$ cat src/rtl/gfx_rom_loader_pkg.sv
// Shared types for the graphics EPROM loader: FSM state encoding and default download index.
package m72_loader_pkg;

  typedef enum logic [1:0] {
    IDLE,
    LOAD,
    DONE
  } loader_state_e;

  localparam logic [7:0] GFX_INDEX_DEFAULT = 8'd0;

endpackage

$ cat src/rtl/gfx_rom_loader_if.sv
// ioctl download bus in, per-chip EPROM write strobes out.
// master: HPS/top-level side; slave: the loader.
interface gfx_rom_loader_if #(
  parameter int unsigned ROM_AW   = 15,
  parameter int unsigned NUM_ROMS = 4
);

  logic                ioctl_download;
  logic [7:0]          ioctl_index;
  logic                ioctl_wr;
  logic [24:0]         ioctl_addr;
  logic [7:0]          ioctl_dout;
  logic [ROM_AW-1:0]   rom_addr;
  logic [7:0]          rom_data;
  logic                rom_wr;
  logic [NUM_ROMS-1:0] rom_cs;

  modport master (
    output ioctl_download, ioctl_index, ioctl_wr, ioctl_addr, ioctl_dout,
    input  rom_addr, rom_data, rom_wr, rom_cs
  );

  modport slave (
    input  ioctl_download, ioctl_index, ioctl_wr, ioctl_addr, ioctl_dout,
    output rom_addr, rom_data, rom_wr, rom_cs
  );

endinterface

$ cat src/rtl/gfx_loader_decode.sv
// Address decode for the loader window: hit test, byte offset, chip select index and
// in-chip address, all purely combinational from the ioctl byte address.
module gfx_loader_decode #(
  parameter logic [24:0] GFX_BASE = 25'h000000,
  parameter int unsigned NUM_ROMS = 4,
  parameter int unsigned ROM_AW   = 15
) (
  input  logic [24:0]                         addr,
  output logic                                hit,
  output logic [ROM_AW+$clog2(NUM_ROMS)-1:0]  offset,
  output logic [$clog2(NUM_ROMS)-1:0]         chip,
  output logic [ROM_AW-1:0]                   rom_addr
);

  localparam int unsigned CW = $clog2(NUM_ROMS);
  localparam int unsigned OW = ROM_AW + CW;

  logic [24:0] diff;

  // Window is exactly 2^OW bytes, so "below the top" is "upper offset bits all zero".
  always_comb begin
    diff     = addr - GFX_BASE;
    hit      = (addr >= GFX_BASE) && (diff[24:OW] == '0);
    offset   = diff[OW-1:0];
    chip     = diff[ROM_AW +: CW];
    rom_addr = diff[ROM_AW-1:0];
  end

endmodule

$ cat src/rtl/gfx_rom_loader.sv
// Graphics EPROM download writer: turns the ioctl stream into per-chip write strobes and
// tracks progress, completeness and ordering errors.
// Optional feature: define GFX_LOADER_CHECKSUM_EN to add a 16-bit running byte checksum port.
module gfx_rom_loader
  import m72_loader_pkg::*;
#(
  parameter logic [7:0]  GFX_INDEX = GFX_INDEX_DEFAULT,
  parameter logic [24:0] GFX_BASE  = 25'h000000,
  parameter int unsigned NUM_ROMS  = 4,
  parameter int unsigned ROM_AW    = 15
) (
  input  logic                                sys_clk,
  input  logic                                reset,
  gfx_rom_loader_if.slave                     bus,
  output logic                                load_busy,
  output logic                                load_done,
  output logic                                load_error,
  output logic [ROM_AW+$clog2(NUM_ROMS):0]    bytes_loaded
`ifdef GFX_LOADER_CHECKSUM_EN
  ,
  output logic [15:0]                         checksum
`endif
);

  localparam int unsigned CW = $clog2(NUM_ROMS);
  localparam int unsigned OW = ROM_AW + CW;
  localparam int unsigned BW = OW + 1;
  localparam logic [BW-1:0] TOTAL = {1'b1, {OW{1'b0}}};

  loader_state_e state_q, state_d;

  logic                download_q;
  logic                hit;
  logic [OW-1:0]       offset;
  logic [CW-1:0]       chip;
  logic [ROM_AW-1:0]   dec_addr;
  logic                rise, fall, idx_match, start, accept, ord_err, finish, clean;
  logic [BW-1:0]       cnt_q, cnt_nx;
  logic [OW-1:0]       exp_q;
  logic                done_q, err_q;
  logic [NUM_ROMS-1:0] cs_dec;
  logic [ROM_AW-1:0]   rom_addr_q;
  logic [7:0]          rom_data_q;
  logic                rom_wr_q;
  logic [NUM_ROMS-1:0] rom_cs_q;

  gfx_loader_decode #(
    .GFX_BASE (GFX_BASE),
    .NUM_ROMS (NUM_ROMS),
    .ROM_AW   (ROM_AW)
  ) u_decode (
    .addr     (bus.ioctl_addr),
    .hit      (hit),
    .offset   (offset),
    .chip     (chip),
    .rom_addr (dec_addr)
  );

  // Download edge detection, byte acceptance and end-of-download cleanliness.
  always_comb begin
    rise      = bus.ioctl_download & ~download_q;
    fall      = ~bus.ioctl_download & download_q;
    idx_match = (bus.ioctl_index == GFX_INDEX);
    start     = rise & idx_match & (state_q != LOAD);
    // Acceptance does not require download high: a byte on the falling edge still counts.
    accept    = (state_q == LOAD) & bus.ioctl_wr & idx_match & hit;
    ord_err   = accept & (offset != exp_q);
    cnt_nx    = (accept && (cnt_q != '1)) ? cnt_q + BW'(1) : cnt_q;
    finish    = (state_q == LOAD) & fall;
    clean     = (cnt_nx == TOTAL) & ~err_q & ~ord_err;
    cs_dec    = '0;
    cs_dec[chip] = 1'b1;
  end

  // FSM state register.
  always_ff @(posedge sys_clk) begin
    if (reset) state_q <= IDLE;
    else       state_q <= state_d;
  end

  // FSM next state.
  always_comb begin
    state_d = state_q;
    unique case (state_q)
      IDLE, DONE: if (start)  state_d = LOAD;
      LOAD:       if (finish) state_d = DONE;
      default:    state_d = IDLE;
    endcase
  end

  // FSM and datapath outputs.
  always_comb begin
    load_busy    = (state_q == LOAD);
    load_done    = done_q;
    load_error   = err_q;
    bytes_loaded = cnt_q;
    bus.rom_addr = rom_addr_q;
    bus.rom_data = rom_data_q;
    bus.rom_wr   = rom_wr_q;
    bus.rom_cs   = rom_cs_q;
  end

  // Write strobe pipeline, progress counter, expected offset and sticky flags.
  always_ff @(posedge sys_clk) begin
    if (reset) begin
      // Treat download as already high so a download active at release is ignored.
      download_q <= 1'b1;
      rom_wr_q   <= 1'b0;
      rom_cs_q   <= '0;
      rom_addr_q <= '0;
      rom_data_q <= '0;
      cnt_q      <= '0;
      exp_q      <= '0;
      done_q     <= 1'b0;
      err_q      <= 1'b0;
    end else begin
      download_q <= bus.ioctl_download;
      rom_wr_q   <= accept;
      rom_cs_q   <= accept ? cs_dec : '0;
      if (accept) begin
        rom_addr_q <= dec_addr;
        rom_data_q <= bus.ioctl_dout;
        exp_q      <= offset + OW'(1);
      end
      if (start) begin
        cnt_q  <= '0;
        exp_q  <= '0;
        done_q <= 1'b0;
        err_q  <= 1'b0;
      end else begin
        cnt_q  <= cnt_nx;
        done_q <= done_q | (finish & clean);
        err_q  <= err_q | ord_err | (finish & ~clean);
      end
    end
  end

`ifdef GFX_LOADER_CHECKSUM_EN
  logic [15:0] sum_q;

  // Wrapping byte sum, updated alongside the byte count.
  always_ff @(posedge sys_clk) begin
    if (reset || start) sum_q <= '0;
    else if (accept)    sum_q <= sum_q + {8'h00, bus.ioctl_dout};
  end

  assign checksum = sum_q;
`endif

endmodule

$ cat src/flat_wrapper.sv
// flat-port wrapper written by rule: the top's interface ports become plain ports
module gfx_rom_loader_flat import m72_loader_pkg::*;
#(
  parameter logic [7:0]  GFX_INDEX = GFX_INDEX_DEFAULT,
  parameter logic [24:0] GFX_BASE  = 25'h000000,
  parameter int unsigned NUM_ROMS  = 4,
  parameter int unsigned ROM_AW    = 15
)
  (sys_clk, reset, load_busy, load_done, load_error, bytes_loaded, bus_ioctl_download, bus_ioctl_index, bus_ioctl_wr, bus_ioctl_addr, bus_ioctl_dout, bus_rom_addr, bus_rom_data, bus_rom_wr, bus_rom_cs);
  gfx_rom_loader_if #(.ROM_AW(ROM_AW), .NUM_ROMS(NUM_ROMS)) bus_i ();
  input  logic sys_clk;
  input  logic reset;
  output logic load_busy;
  output logic load_done;
  output logic load_error;
  output logic [ROM_AW+$clog2(NUM_ROMS):0] bytes_loaded;
  input wire logic [$bits(bus_i.ioctl_download)-1:0] bus_ioctl_download;
  input wire logic [$bits(bus_i.ioctl_index)-1:0] bus_ioctl_index;
  input wire logic [$bits(bus_i.ioctl_wr)-1:0] bus_ioctl_wr;
  input wire logic [$bits(bus_i.ioctl_addr)-1:0] bus_ioctl_addr;
  input wire logic [$bits(bus_i.ioctl_dout)-1:0] bus_ioctl_dout;
  output wire logic [$bits(bus_i.rom_addr)-1:0] bus_rom_addr;
  output wire logic [$bits(bus_i.rom_data)-1:0] bus_rom_data;
  output wire logic [$bits(bus_i.rom_wr)-1:0] bus_rom_wr;
  output wire logic [$bits(bus_i.rom_cs)-1:0] bus_rom_cs;
  assign bus_i.ioctl_download = bus_ioctl_download;
  assign bus_i.ioctl_index = bus_ioctl_index;
  assign bus_i.ioctl_wr = bus_ioctl_wr;
  assign bus_i.ioctl_addr = bus_ioctl_addr;
  assign bus_i.ioctl_dout = bus_ioctl_dout;
  assign bus_rom_addr = bus_i.rom_addr;
  assign bus_rom_data = bus_i.rom_data;
  assign bus_rom_wr = bus_i.rom_wr;
  assign bus_rom_cs = bus_i.rom_cs;
  gfx_rom_loader #(.GFX_INDEX(GFX_INDEX), .GFX_BASE(GFX_BASE), .NUM_ROMS(NUM_ROMS), .ROM_AW(ROM_AW)) u_core (.sys_clk(sys_clk), .reset(reset), .bus(bus_i), .load_busy(load_busy), .load_done(load_done), .load_error(load_error), .bytes_loaded(bytes_loaded));
endmodule
$ cat config.mk
export PLATFORM = sky130hd
export DESIGN_NAME = gfx_rom_loader_flat
export DESIGN_NICKNAME = d
export VERILOG_FILES = /design/src/rtl/gfx_rom_loader_pkg.sv /design/src/rtl/gfx_rom_loader_if.sv /design/src/rtl/gfx_loader_decode.sv /design/src/rtl/gfx_rom_loader.sv /design/src/flat_wrapper.sv
export SDC_FILE = /design/constraint.sdc
export NUM_CORES = 1
export LEC_CHECK = 0
export CAP_MARGIN = 30
export CORE_ASPECT_RATIO = 1.25
export CORE_UTILIZATION = 48
export DETAILED_ROUTE_END_ITERATION = 10
export PLACE_DENSITY = 0.86
export SLEW_MARGIN = 15
export SYNTH_ARGS = -nofsm -noshare
export SYNTH_HDL_FRONTEND = slang
export SYNTH_SLANG_ARGS = --single-unit
$ cat constraint.sdc
create_clock -name sys_clk -period 3.7 [get_ports sys_clk]
set_input_delay 0.74 -clock sys_clk [delete_from_list [all_inputs] [get_ports sys_clk]]
set_output_delay 0.74 -clock sys_clk [all_outputs]
set_load 0.01 [all_outputs]
==> out/metrics.yaml, run 1 <==
status: "finished, final reports clean"
rows: 33
grt_pass1_vias: 3229
rr_worst_depth: 8
final_cells: 597
fill_cells: 540
holdWs_ns: 0.451
antenna_cells: 0
drt_pass1_iterations: 4
r2r_slack_ns: 0.87
critPathMaxFanout: 4
min_period_ns: 3.07
endpoint_kind: "flip-flop"
syn_to_final_growth_pct: 37.7
start_util_pct: 50.6
syn_inst: 414
place_congestion: 0.940
multi_input_area_um2: 1910
regArea_um2: 1360
required_ns: 3.99
setup_viol: 0
layout_commonest_cell: "clkdlybuf4s50_1"
drive_gt1_share_pct: 6.86
avgSynthCellArea_um2: 8.13
wirelength_um: 8890
cts_setup_buffers: 0
fin_crit_sh_pct: 82.9
synth_nets: 461
final_cell_mix: "clkdlybuf4s50_1 (93), dfxtp_1 (68), nand2_1 (65)"
clk_pin_slew_worst_paths_ns: 0.08
tightest_slew_ns: 0.627
setup_tns_ns: 0
synth-edff-count: 0
holdPathEnd: "u_core.bus.rom_addr[12]$_SDFFE_PP0P_"
ctsResizeCount: 0
cts_hold_buffers: 0
final_nets: 552
timing.fmax_ghz: 0.326
port_buffers: 93
die_w_um: 76.9
die_h_um: 95.6
worstSetupPathType: "in -> reg"
clockRootBuffer: "clkbuf_8"
r2r-start: "u_core.bytes_loaded[8]$_SDFF_PP0_"
synth_ff_type: "dfxtp_1"
ant_nets: 0
cts_buffer_depth: 2
antenna_found_initial: 0
io_pins: 94
ys_seq_area_share_pct: 40.4
min_from: "u_core.bus.rom_addr[12]$_SDFFE_PP0P_"
drtIter0Drc: 219
dieArea_um2: 7350
vdd_ir_drop_max_mv: 0.200
p_leak_nw: 1.54
place_inst: 581
cp_data_arrival_time_ns: 3.35
routed_via_density: 5.58
maxCapViolCount: 0
crit_path_start_kind: "primary input"
core_area_um2: 6650
hold_viol: 0
via_count: 3330
power.density_nw_per_um2: 330
drc: 0
synthArstFlopShare_pct: 0
slew_headroom_pct: 57.1
clock_latency_ns: 0.35
finalMaxSlewViolations: 0
synth_area_um2: 3370
hold_depth: 2
p_total_mw: 1.53
ys_types: 47
hold_path.class: "reg -> reg"
dp_hpwl_um: 6490
track_usage_pct: 25.0
grt_first_pass_wirelength_um: 14400
wire_per_inst_um: 14.9
cts_tree: "done"
cts_max_level: 3
grt_max_degree: 37
ys_seq_elements: 68
rsz0062_at_grt: "false"
final_core_util_pct: 69.7
yosys_warnings: 0
cts_sinks: 68
cts_buffers: 9
finalClockSkew_ns: 0.00756
grt_overflow: 0
rr_endpoint: "u_core.load_error$_SDFF_PP0_"
## worst max path at each step
stage,startpoint,end,slack [ns],cells after the start
after floorplan,bus_ioctl_addr[22],u_core.load_error$_SDFF_PP0_,0.78,7
after global placement,bus_ioctl_index[5],u_core.load_error$_SDFF_PP0_,0.41,8
after detailed placement,bus_ioctl_index[1],u_core.load_error$_SDFF_PP0_,0.30,8
after CTS,bus_ioctl_index[1],u_core.load_error$_SDFF_PP0_,0.64,8
after global routing,bus_ioctl_index[4],u_core.load_error$_SDFF_PP0_,0.48,9
final,bus_ioctl_addr[22],u_core.load_error$_SDFF_PP0_,0.63,10
## registers in the layout, indices dropped and copies added (netlist names)
signal / count
u_core.bus.rom_data: 8
u_core.bus.rom_addr: 15
u_core.bus.rom_cs: 4
u_core.download_q: 1
u_core.load_error: 1
u_core.exp_q: 17
u_core.load_done: 1
u_core.state_q: 2
u_core.bus.rom_wr: 1
u_core.bytes_loaded: 18
## worst max-delay path, cell delays in order
cell             delay, ns
clkdlybuf4s50_1       0.44
nor4_4                0.36
nand4_2               0.15
buf_4                 0.18
a2111oi_0             0.57
buf_4                 0.23
a311oi_1              0.09
a211oi_1              0.28
or3_1                 0.15
o221a_1               0.16
## where the power goes
group	switching [mW]	internal (mW)	total, mW
Combinational	0.0490	0.0603	0.109
Sequential	0.000267	0.732	0.732
Clock	0.307	0.383	0.690
Total	0.356	1.17	1.53
## routing by layer
layer	global-route usage (%)	share of wire, %	vias to the layer above
met5	0	0	-
met4	13.3	3.6	0
li1	-	-	1623
met3	7.27	5.8	34
met1	27.4	40	1549
met2	43.7	51	124
## metrics by stage
stage	worst slack [ns]	cell area (µm²)
final	0.634	4630
after CTS	0.645	4630
after global routing	0.480	4630
after detailed placement	0.299	4410
after floorplan	0.780	3370
after global placement	0.405	4410
## cells by family after synthesis
kind of cell    count (synthesis)  share of synthesized area (%)
simple gates                  203                           29.6
xor+xnor                       50                           13.0
compound gates                 61                           12.2
fa+ha+maj                       2                          0.743
buf+inv                        27                           3.09
mux                             3                          0.892
flops                          68                           40.4
## layout make-up
type | instances | area share, %
clock inverter | 7 | 2.13
inverter | 4 | 0.324
clock buffer | 9 | 2.67
timing repair buffer | 103 | 22.0
sequential | 68 | 29.4
tap | 87 | 2.35
multi-input combinational | 319 | 41.2
## cell usage after synthesis, types with 2 or more instances
library cell,n,area share (%)
nand3_1,15,2.2
and3_1,12,2.2
mux2i_1,3,0.89
or2_2,2,0.37
ha_1,2,0.74
nand2b_1,2,0.37
inv_1,4,0.45
nor3b_1,4,0.89
dfxtp_1,68,40
clkbuf_1,21,2.3
xnor2_1,33,8.6
nor4_1,5,0.93
nand4_1,17,3.2
a31oi_1,3,0.56
a211oi_1,14,3.1
nor2_1,54,6.0
xor2_1,17,4.4
buf_2,2,0.30
nor2b_1,5,0.93
and4_1,3,0.78
o21ai_0,3,0.45
a311oi_1,2,0.52
a21oi_1,27,4.0
nor3_1,8,1.2
or3_1,2,0.37
nand2_1,65,7.2
Power figures use the tool's default switching activity.
==> inputs of run 2 (changes only) <==
--- a/config.mk
+++ b/config.mk
@@ -7,9 +7,9 @@
 export LEC_CHECK = 0
 export CAP_MARGIN = 30
 export CORE_ASPECT_RATIO = 1.25
-export CORE_UTILIZATION = 48
+export CORE_UTILIZATION = 43
 export DETAILED_ROUTE_END_ITERATION = 10
-export PLACE_DENSITY = 0.86
+export PLACE_DENSITY = 0.82
 export SLEW_MARGIN = 15
 export SYNTH_ARGS = -nofsm -noshare
 export SYNTH_HDL_FRONTEND = slang
==> constraint.sdc (replaced) <==
create_clock -name sys_clk -period 2.6 [get_ports sys_clk]
set_input_delay 0.52 -clock sys_clk [delete_from_list [all_inputs] [get_ports sys_clk]]
set_output_delay 0.52 -clock sys_clk [all_outputs]
set_load 0.01 [all_outputs]
==> run 2 against run 1 <==
Clock skew about the same. Cell area is 8.9% higher. Highest routed layer unchanged. Critical path depth decreased by 2. Sequential share of layout area is 2.4 points lower. Core utilization decreased by 2.3 points. Final cell count is 7.9% higher. Largest cell class unchanged. Sequential power is 42% higher. Combinational power grew 65%. Clock-buffer cell count unchanged. Worst hold slack better by 0.00092 ns. Via count increased by 5.0%.
==> out/metrics.yaml, run 2 (synthesis gave the netlist of run 1 again) <==
status: "finished, final reports clean"
antenna_cells: 0  # unchanged
cts_buffers: 9  # unchanged
wire_per_inst_um: 15.0  # +0.69%
grt_first_pass_wirelength_um: 15100  # +4.6%
vdd_ir_drop_max_mv: 0.333  # +66%
cts_buffer_depth: 2  # unchanged
r2r-start: "u_core.bytes_loaded[14]$_SDFF_PP0_"
final_cell_mix: "clkdlybuf4s50_1 (85), dfxtp_1 (68), nand2_1 (65)"
antenna_found_initial: 0  # unchanged
tightest_slew_ns: 0.330  # -0.297 ns
p_leak_nw: 1.81  # +17%
dieArea_um2: 8190  # +11%
drtIter0Drc: 129  # -41%
min_period_ns: 2.56
grt_max_degree: 33  # -11%
cts_tree: "done"
final_nets: 594  # +7.6%
r2r_slack_ns: 0.11  # -0.76 ns
regArea_um2: 1360  # unchanged
fin_crit_sh_pct: 98.4
hold_depth: 2  # unchanged
p_total_mw: 2.20  # +44%
die_h_um: 101  # +5.5%
slew_headroom_pct: 77.8  # +21 points
power.density_nw_per_um2: 437  # +32%
clock_latency_ns: 0.35  # about the same
maxCapViolCount: 0  # unchanged
wirelength_um: 9660  # +8.6%
syn_to_final_growth_pct: 50.0
place_inst: 627  # +7.9%
grt_pass1_vias: 3295  # +2.0%
endpoint_kind: "flip-flop"
hold_path.class: "reg -> reg"
die_w_um: 81.1  # +5.5%
cts_max_level: 3  # unchanged
final_cells: 644  # +7.9%
layout_commonest_cell: "clkdlybuf4s50_1"
drive_gt1_share_pct: 15.6  # +8.7 points
crit_path_start_kind: "primary input"
multi_input_area_um2: 1980  # +3.6%
rr_endpoint: "u_core.load_error$_SDFF_PP0_"
timing.fmax_ghz: 0.391
ant_nets: 0  # unchanged
setup_tns_ns: 0  # unchanged
place_congestion: 0.973  # +3.5%
port_buffers: 93  # unchanged
start_util_pct: 44.9  # -5.7 points
dp_hpwl_um: 6810  # +4.9%
clk_pin_slew_worst_paths_ns: 0.08  # about the same
via_count: 3495  # +5.0%
track_usage_pct: 24.0  # -0.97 points
rows: 35  # +6.1%
largest_register_ffs: 18  # unchanged
routed_via_density: 5.43  # -2.7%
grt_overflow: 0  # unchanged
fill_cells: 586  # +8.5%
holdPathEnd: "u_core.bus.rom_addr[7]$_SDFFE_PP0P_"
drt_pass1_iterations: 4  # unchanged
worstSetupPathType: "in -> reg"
finalMaxSlewViolations: 0  # unchanged
hold_viol: 0  # unchanged
core_area_um2: 7490  # +13%
cp_data_arrival_time_ns: 2.81  # -0.54 ns
io_pins: 94  # unchanged
required_ns: 2.85  # -1.14 ns
cts_hold_buffers: 0  # unchanged
clockRootBuffer: "clkbuf_8"
critPathMaxFanout: 2  # -2
rr_worst_depth: 9  # +1
crit_start: "bus_ioctl_index[3]"
setup_viol: 0  # unchanged
drc: 0  # unchanged
min_from: "u_core.bus.rom_addr[7]$_SDFFE_PP0P_"
finalClockSkew_ns: 0.00716  # -0.000399 ns
cts_sinks: 68  # unchanged
[run 2: changes by cell type in the layout (fill, tap and decap cells not counted), moves of 2 or more]
cell,before,now
clkdlybuf4s50_1,93,85
nor4_2,0,3
nor4_1,5,2
clkinvlp_4,1,3
dlygate4sd2_1,0,3
buf_4,9,50
dlymetal6s2s_1,0,5
[run 2: metal layers]
layer  routed length (µm)  vias to the layer above  track usage, %
met3                  488                       17            4.98
met4                  157                        0            9.20
li1                     -                     1709               -
met2                 5130                      119            44.0
met1                 3880                     1650            26.5
met5                    0                        -               0
[run 2: what timing repair did]
item | 4_1_cts | 5_1_grt
endpoints found under the hold margin | 0 | 0
setup buffers | 0 | 1
gates resized for setup | 5 | 15
setup endpoints to repair | 2 | 2
pin swaps | 5 | 12
[run 2: final cells by class]
class	instances	share of cell area [%]
multi-input combinational	319	39.2
clock inverter	7	1.98
sequential	68	27.0
inverter	4	0.297
tap	92	2.28
clock buffer	9	2.45
timing repair buffer	145	26.8
[run 2: how the worst max path moves through the flow]
| stage | to | slack, ns |
|---|---|---|
| 6_report | u_core.load_error$_SDFF_PP0_ | 0.04 |
| 5_1_grt | u_core.load_done$_SDFF_PP0_ | -0.04 |
| 4_1_cts | u_core.load_error$_SDFF_PP0_ | 0.02 |
| 3_5_place_dp | u_core.load_done$_SDFF_PP0_ | -0.46 |
| 3_3_place_gp | u_core.load_error$_SDFF_PP0_ | -0.41 |
| 2_1_floorplan | u_core.load_error$_SDFF_PP0_ | 0.02 |
[run 2: critical path, cell delays in order]
cell and delay [ns]:
clkdlybuf4s50_1 0.41, nor4_2 0.23, nand2_1 0.12, a2111o_1 0.38, or3_1 0.37, a32o_2 0.23
or3_1 0.31, o221a_1 0.23
[run 2: through the flow]
| stage | worst slack [ns] | util [%] | area, µm² | hold WS (ns) |
|---|---|---|---|---|
| after global placement | -0.407 | 63.4 | 4750 | 0.438 |
| after detailed placement | -0.458 | 63.4 | 4750 | 0.442 |
| final | 0.0409 | 67.4 | 5050 | 0.452 |
| after floorplan | 0.0214 | - | 3380 | 0.444 |
| after CTS | 0.0215 | 66.5 | 4980 | 0.453 |
| after global routing | -0.0402 | 67.4 | 5050 | 0.475 |
[run 2: power by group]
part           leakage [nW]  switching (mW)  internal [mW]  total, mW
Combinational          1.16          0.0769          0.103      0.180
Clock                 0.102           0.439          0.544      0.983
Sequential            0.548        0.000396           1.04       1.04
Total                  1.81           0.517           1.69       2.20
